File: config.mk
export PLATFORM = sky130hd
export DESIGN_NAME = counter_seq_ctrl_flat
export DESIGN_NICKNAME = d
export VERILOG_FILES = /design/src/rtl/counter_seq_ctrl_if.sv /design/src/rtl/counter_seq_ctrl.sv /design/src/flat_wrapper.sv
export SDC_FILE = /design/constraint.sdc
export NUM_CORES = 1
export LEC_CHECK = 0
export ABC_AREA = 0
export CAP_MARGIN = 20
export CELL_PAD_IN_SITES_DETAIL_PLACEMENT = 0
export CELL_PAD_IN_SITES_GLOBAL_PLACEMENT = 2
export CORE_ASPECT_RATIO = 1.2
export CORE_UTILIZATION = 28
export DETAILED_ROUTE_END_ITERATION = 7
export PLACE_DENSITY = 0.85
export SKIP_CTS_REPAIR_TIMING = 1
export SLEW_MARGIN = 20
export SYNTH_ARGS = -nofsm -noshare
export SYNTH_HDL_FRONTEND = slang
export SYNTH_SLANG_ARGS = --single-unit
File: constraint.sdc
create_clock -name CP -period 2.7 [get_ports CP]
set_clock_uncertainty 0.05 [all_clocks]
set_input_delay 0.54 -clock CP [delete_from_list [all_inputs] [get_ports CP]]
set_output_delay 0.54 -clock CP [all_outputs]
set_load 0.01 [all_outputs]
File: src/rtl/counter_seq_ctrl_if.sv
// Command handshake between a requester and counter_seq_ctrl.
// The requester drives the command fields. The controller returns CMD_READY and the DONE pulse.
interface counter_seq_ctrl_if #(
  parameter int LEN_W = 8
);
  logic             CMD_VALID;
  logic             CMD_READY;
  logic [1:0]       CMD_OP;
  logic             CMD_DIR;
  logic [3:0]       CMD_VAL;
  logic [LEN_W-1:0] CMD_LEN;
  logic             DONE;

  modport master (
    output CMD_VALID, CMD_OP, CMD_DIR, CMD_VAL, CMD_LEN,
    input  CMD_READY, DONE
  );

  modport slave (
    input  CMD_VALID, CMD_OP, CMD_DIR, CMD_VAL, CMD_LEN,
    output CMD_READY, DONE
  );
endinterface

File: src/rtl/counter_seq_ctrl.sv
// Command sequencer for a 4-bit up/down counter that has no count enable.
// Define CNT_SEQ_CHECK_EN to build the Q/Qcc_n consistency checker that drives ERR.
module counter_seq_ctrl #(
  parameter int LEN_W = 8
) (
  input  logic                CP,
  input  logic                RST,
  counter_seq_ctrl_if.slave   cmd,
  output logic                M,
  output logic [3:0]          D,
  output logic                LD_n,
  output logic                CLR_n,
  input  logic [3:0]          Q,
  input  logic                Qcc_n,
  output logic                ERR
);

  localparam int RW = (LEN_W > 4) ? LEN_W : 4;

  localparam logic [1:0] OP_CLEAR    = 2'b00;
  localparam logic [1:0] OP_LOAD     = 2'b01;
  localparam logic [1:0] OP_COUNT    = 2'b10;
  localparam logic [1:0] OP_COUNT_TC = 2'b11;

  typedef enum logic [2:0] {S_INIT, S_IDLE, S_CLR, S_LOAD, S_RUN} state_t;

  state_t        state, state_nxt;
  logic [3:0]    sh, sh_adv, tc_len, d_nxt;
  logic [RW-1:0] rem, rem_nxt;
  logic          accept, m_nxt, ld_n_nxt, clr_n_nxt, done_nxt;

  // sh_adv is the value the counter will hold after the coming edge, given the pins driven now.
  assign sh_adv = !CLR_n ? 4'd0 :
                  !LD_n  ? D    :
                  M      ? sh + 4'd1 : sh - 4'd1;

  assign cmd.CMD_READY = (state == S_IDLE);
  assign accept        = cmd.CMD_VALID && cmd.CMD_READY;
  assign tc_len        = cmd.CMD_DIR ? (4'd15 - sh) : sh;

  always_ff @(posedge CP) begin
    if (RST) begin
      state    <= S_INIT;
      M        <= 1'b1;
      D        <= 4'd0;
      LD_n     <= 1'b1;
      CLR_n    <= 1'b0;
      sh       <= 4'd0;
      rem      <= '0;
      cmd.DONE <= 1'b0;
    end else begin
      state    <= state_nxt;
      M        <= m_nxt;
      D        <= d_nxt;
      LD_n     <= ld_n_nxt;
      CLR_n    <= clr_n_nxt;
      sh       <= sh_adv;
      rem      <= rem_nxt;
      cmd.DONE <= done_nxt;
    end
  end

  always_comb begin
    state_nxt = state;
    case (state)
      S_INIT: state_nxt = S_IDLE;
      S_IDLE: begin
        if (accept) begin
          case (cmd.CMD_OP)
            OP_CLEAR:    state_nxt = S_CLR;
            OP_LOAD:     state_nxt = S_LOAD;
            OP_COUNT:    state_nxt = (cmd.CMD_LEN == '0) ? S_LOAD : S_RUN;
            OP_COUNT_TC: state_nxt = (tc_len == 4'd0) ? S_LOAD : S_RUN;
            default:     state_nxt = S_IDLE;
          endcase
        end
      end
      S_CLR, S_LOAD: state_nxt = S_IDLE;
      S_RUN:         state_nxt = (rem == RW'(1)) ? S_IDLE : S_RUN;
      default:       state_nxt = S_INIT;
    endcase
  end

  // Pin values follow the state being entered, so they change on the same edge as the state.
  always_comb begin
    m_nxt     = M;
    d_nxt     = sh_adv;
    ld_n_nxt  = 1'b0;
    clr_n_nxt = 1'b1;
    done_nxt  = 1'b0;
    rem_nxt   = rem;
    case (state_nxt)
      S_CLR: begin
        clr_n_nxt = 1'b0;
        ld_n_nxt  = 1'b1;
      end
      S_LOAD: begin
        if (cmd.CMD_OP == OP_LOAD)
          d_nxt = cmd.CMD_VAL;
      end
      S_RUN: begin
        ld_n_nxt = 1'b1;
        if (state == S_IDLE) begin
          m_nxt   = cmd.CMD_DIR;
          rem_nxt = (cmd.CMD_OP == OP_COUNT) ? RW'(cmd.CMD_LEN) : RW'(tc_len);
        end else begin
          rem_nxt = rem - RW'(1);
        end
      end
      S_IDLE: begin
        done_nxt = (state == S_CLR) || (state == S_LOAD) || (state == S_RUN);
      end
      default: begin
        clr_n_nxt = 1'b0;
        ld_n_nxt  = 1'b1;
        m_nxt     = 1'b1;
        d_nxt     = 4'd0;
      end
    endcase
  end

`ifdef CNT_SEQ_CHECK_EN
  logic armed, mismatch;

  assign mismatch = (Q != sh) ||
                    (Qcc_n != !((M && (Q == 4'd15)) || (!M && (Q == 4'd0))));

  // armed skips the first cycle after INIT, before the shadow has been proven against the counter.
  always_ff @(posedge CP) begin
    if (RST) begin
      armed <= 1'b0;
      ERR   <= 1'b0;
    end else begin
      armed <= (state != S_INIT);
      if (armed && (state != S_INIT) && mismatch)
        ERR <= 1'b1;
    end
  end
`else
  logic unused_pins;
  assign unused_pins = ^{Q, Qcc_n};
  assign ERR         = 1'b0;
`endif

endmodule

File: src/flat_wrapper.sv
// flat-port wrapper written by rule: the top's interface ports become plain ports
module counter_seq_ctrl_flat 
#(
  parameter int LEN_W = 8
)
  (CP, RST, M, D, LD_n, CLR_n, Q, Qcc_n, ERR, cmd_CMD_VALID, cmd_CMD_OP, cmd_CMD_DIR, cmd_CMD_VAL, cmd_CMD_LEN, cmd_CMD_READY, cmd_DONE);
  counter_seq_ctrl_if #(.LEN_W(LEN_W)) cmd_i ();
  input  logic CP;
  input  logic RST;
  output logic M;
  output logic [3:0] D;
  output logic LD_n;
  output logic CLR_n;
  input  logic [3:0] Q;
  input  logic Qcc_n;
  output logic ERR;
  input wire logic [$bits(cmd_i.CMD_VALID)-1:0] cmd_CMD_VALID;
  input wire logic [$bits(cmd_i.CMD_OP)-1:0] cmd_CMD_OP;
  input wire logic [$bits(cmd_i.CMD_DIR)-1:0] cmd_CMD_DIR;
  input wire logic [$bits(cmd_i.CMD_VAL)-1:0] cmd_CMD_VAL;
  input wire logic [$bits(cmd_i.CMD_LEN)-1:0] cmd_CMD_LEN;
  output wire logic [$bits(cmd_i.CMD_READY)-1:0] cmd_CMD_READY;
  output wire logic [$bits(cmd_i.DONE)-1:0] cmd_DONE;
  assign cmd_i.CMD_VALID = cmd_CMD_VALID;
  assign cmd_i.CMD_OP = cmd_CMD_OP;
  assign cmd_i.CMD_DIR = cmd_CMD_DIR;
  assign cmd_i.CMD_VAL = cmd_CMD_VAL;
  assign cmd_i.CMD_LEN = cmd_CMD_LEN;
  assign cmd_CMD_READY = cmd_i.CMD_READY;
  assign cmd_DONE = cmd_i.DONE;
  counter_seq_ctrl #(.LEN_W(LEN_W)) u_core (.CP(CP), .RST(RST), .cmd(cmd_i), .M(M), .D(D), .LD_n(LD_n), .CLR_n(CLR_n), .Q(Q), .Qcc_n(Qcc_n), .ERR(ERR));
endmodule
==> out/qor.yml, run 1 <==
clock_latency_ns: 0.27
grt_pass1_vias: 1277
tns_ns: 0
critPathLaunchType: "input pin"
final_max_slew_viol_count: 0
required_ns: 2.85
fin_crit_ns: 2.298
p_leak_nw: 0.6925
fmax_mhz: 435.2
synth_xor_area_frac: 0.05133
worst-path-buf-inv: 2
finalSetupViolCount: 0
yosys-mux-area-fraction: 0.05408
cts_htree_levels: 1
die_height_um: 78.49
synthCells: 165
synth-adder-area-share: 0.05133
grt_max_degree: 16
layout_common_cells: "clkdlybuf4s50_1, dfxtp_1, nor2_1"
critical_path.top_delay_family: "compound AO/OA/AOI/OAI gates"
gp_congestion: 0.8569
num_vias: 1276
hold_violations: 0
start_util: 0.2949
synth_compound_area_frac: 0.2136
timing.final.crit_share: 0.8511
clockBufferDepth: 2
first_pass_iters: 4
cap_violations: 0
syn-cell-area_mm2: 0.001365
yosys.area_share.simple: 0.2200
path_clk_slew_ns: 0.08
grt_first_pass_wirelength_um: 5637
dieArea_mm2: 0.005160
dp_hpwl_um: 2599
finalPower_mw: 0.8259
wl_per_cell_um: 13.01
place_worst_setup_slack_ns: 0.1219
crit_type: "in2reg"
worstPathArrival_ns: 2.45
whs_ns: 0.4488
cts_tree: "yes"
yosysWarnings: 0
grt_setup_unrepaired: "false"
cts_made_buffers: 3
worst_hold_path_type: "reg2reg"
routed_wirelength_um: 3291
ys_types: 48
slowest_delay_ns: 0.51
syn2layout_area_growth_pct: 28.69
final_common_cell: "clkdlybuf4s50_1"
clock_sink_count: 23
final_net_count: 224
vias_per_cell: 5.043
fp-row-count: 27
powerDensity_mw_per_mm2: 470.1
pin_count: 33
ys_seq_area_frac: 0.3373
vdd_drop_max_v: 0.0002094
slew_headroom: 0.6170
outcome: "finished, final reports clean"
multiInputGateArea_um2: 809.5
drc: 0
drtIter0Drc: 123
tightest_slew_ns: 0.5693
crit_chain: "clkdlybuf4s50_1 > nor4_1 > a31o_2 > a211oi_2 > nor2_2 > buf_4 > or3_1 > a31oi_1"
end_kind: "flop"
n_antenna_cell: 0
async_reset_ff_frac: 0
seqCellArea_um2: 460.4
synth.avg_cell_area_um2: 8.273
path_max_fanout: 5
worst_slack_ns: 0.4021
synth_top_family_by_area: "simple AND/OR/NAND/NOR gates"
drive_above_1_share: 0.1231
fp.dieW_um: 65.74
ant_nets: 0
fillCellCount: 478
synth_flop_cell: "dfxtp_1"
slowest_stage: "clkdlybuf4s50_1"
ys_ff_latch: 23
gr-usage-all-layers: 0.1420
io_buffers: 26
core_mm2: 0.004628
synth_edf_count: 0
grt_overflow: 0
cts_root_buf: "clkbuf_8"
antenna_found_initial: 0
synth_fp_nets: 193
through the flow:
| step | util | std cells | area [um^2] |
|---|---|---|---|
| 2_1_floorplan | - | 165 | 1365 |
| 3_3_place_gp | 0.3698 | 249 | 1712 |
| 3_5_place_dp | 0.3698 | 249 | 1712 |
| 4_1_cts | 0.3796 | 253 | 1757 |
| 5_1_grt | 0.3796 | 253 | 1757 |
| 6_report | 0.3796 | 253 | 1757 |
synth_stat cells (5+ instances only):
| cell | instances | area [um^2] |
|---|---|---|
| dfxtp_1 | 23 | 460.4 |
| nor2_1 | 18 | 67.56 |
| a21oi_1 | 13 | 65.06 |
| nand2_1 | 10 | 37.54 |
| inv_1 | 9 | 33.78 |
| nor3_1 | 7 | 35.03 |
| xnor2_1 | 7 | 61.31 |
| a31oi_1 | 6 | 37.54 |
| clkbuf_1 | 5 | 18.77 |
| nand3_1 | 5 | 25.02 |
area by class of cell:
type	count	area share
multi-input cells	123	0.4608
flip-flops and latches	23	0.2621
repair buffers	36	0.1909
well taps	58	0.04131
clock buffers	4	0.02564
inverters	9	0.01923
logic make-up (layout without fill, tap and decap cells):
logic type / after synthesis / count (layout)
XOR/XNOR: 8 / 8
AND/OR/NAND/NOR: 59 / 59
adder cells (fa/ha/maj): 5 / 5
multiplexers: 6 / 6
flip-flops: 23 / 23
other: 1 / 1
buffers and inverters: 19 / 49
AO/OA/AOI/OAI: 44 / 44
flip-flops by register name, indices dropped and copies added (netlist names):
register and cells:
u_core.CLR_n 1, u_core.D 4, u_core.LD_n 1, u_core.M 1, u_core.cmd.DONE 1, u_core.rem 8, u_core.sh 4, u_core.state 3
routing by layer:
layer / GRT usage / share of wire / vias up
met2: 0.2337 / 0.48 / 34
met1: 0.1734 / 0.44 / 594
met5: 0 / 0 / -
li1: - / - / 643
met3: 0.02035 / 0.049 / 5
met4: 0.07826 / 0.022 / 0
where the power goes:
part	internal [mW]	switching [mW]	total (mW)
Combinational	0.118	0.110	0.227
Clock	0.106	0.111	0.217
Sequential	0.360	0.0218	0.381
worst min-delay path, stage by stage, from the launching register on:
cell     delay (ns)
dfxtp_1        0.32
o21ai_1        0.07
a21oi_1        0.07
worst paths after layout:
kind	startpoint	end	slack, ns	cells past startpoint
min reg2reg	u_core.rem[6]	u_core.rem[6]	0.45	2
min	u_core.rem[6]	u_core.rem[6]	0.45	2
max reg2reg	u_core.rem[1]	u_core.rem[0]	0.66	8
max	cmd_CMD_LEN[2]	u_core.rem[0]	0.40	8
No activity file was read; power rests on OpenSTA's default activity.
==> inputs of run 2 (changes only) <==
--- a/config.mk
+++ b/config.mk
@@ -11,6 +11,7 @@
 export CELL_PAD_IN_SITES_GLOBAL_PLACEMENT = 2
 export CORE_ASPECT_RATIO = 1.2
 export CORE_UTILIZATION = 28
+export CTS_CLUSTER_DIAMETER = 100
 export DETAILED_ROUTE_END_ITERATION = 7
 export PLACE_DENSITY = 0.85
 export SKIP_CTS_REPAIR_TIMING = 1
==> results of run 2 <==
Final layout, timing and power as in run 1 (identical DEF).
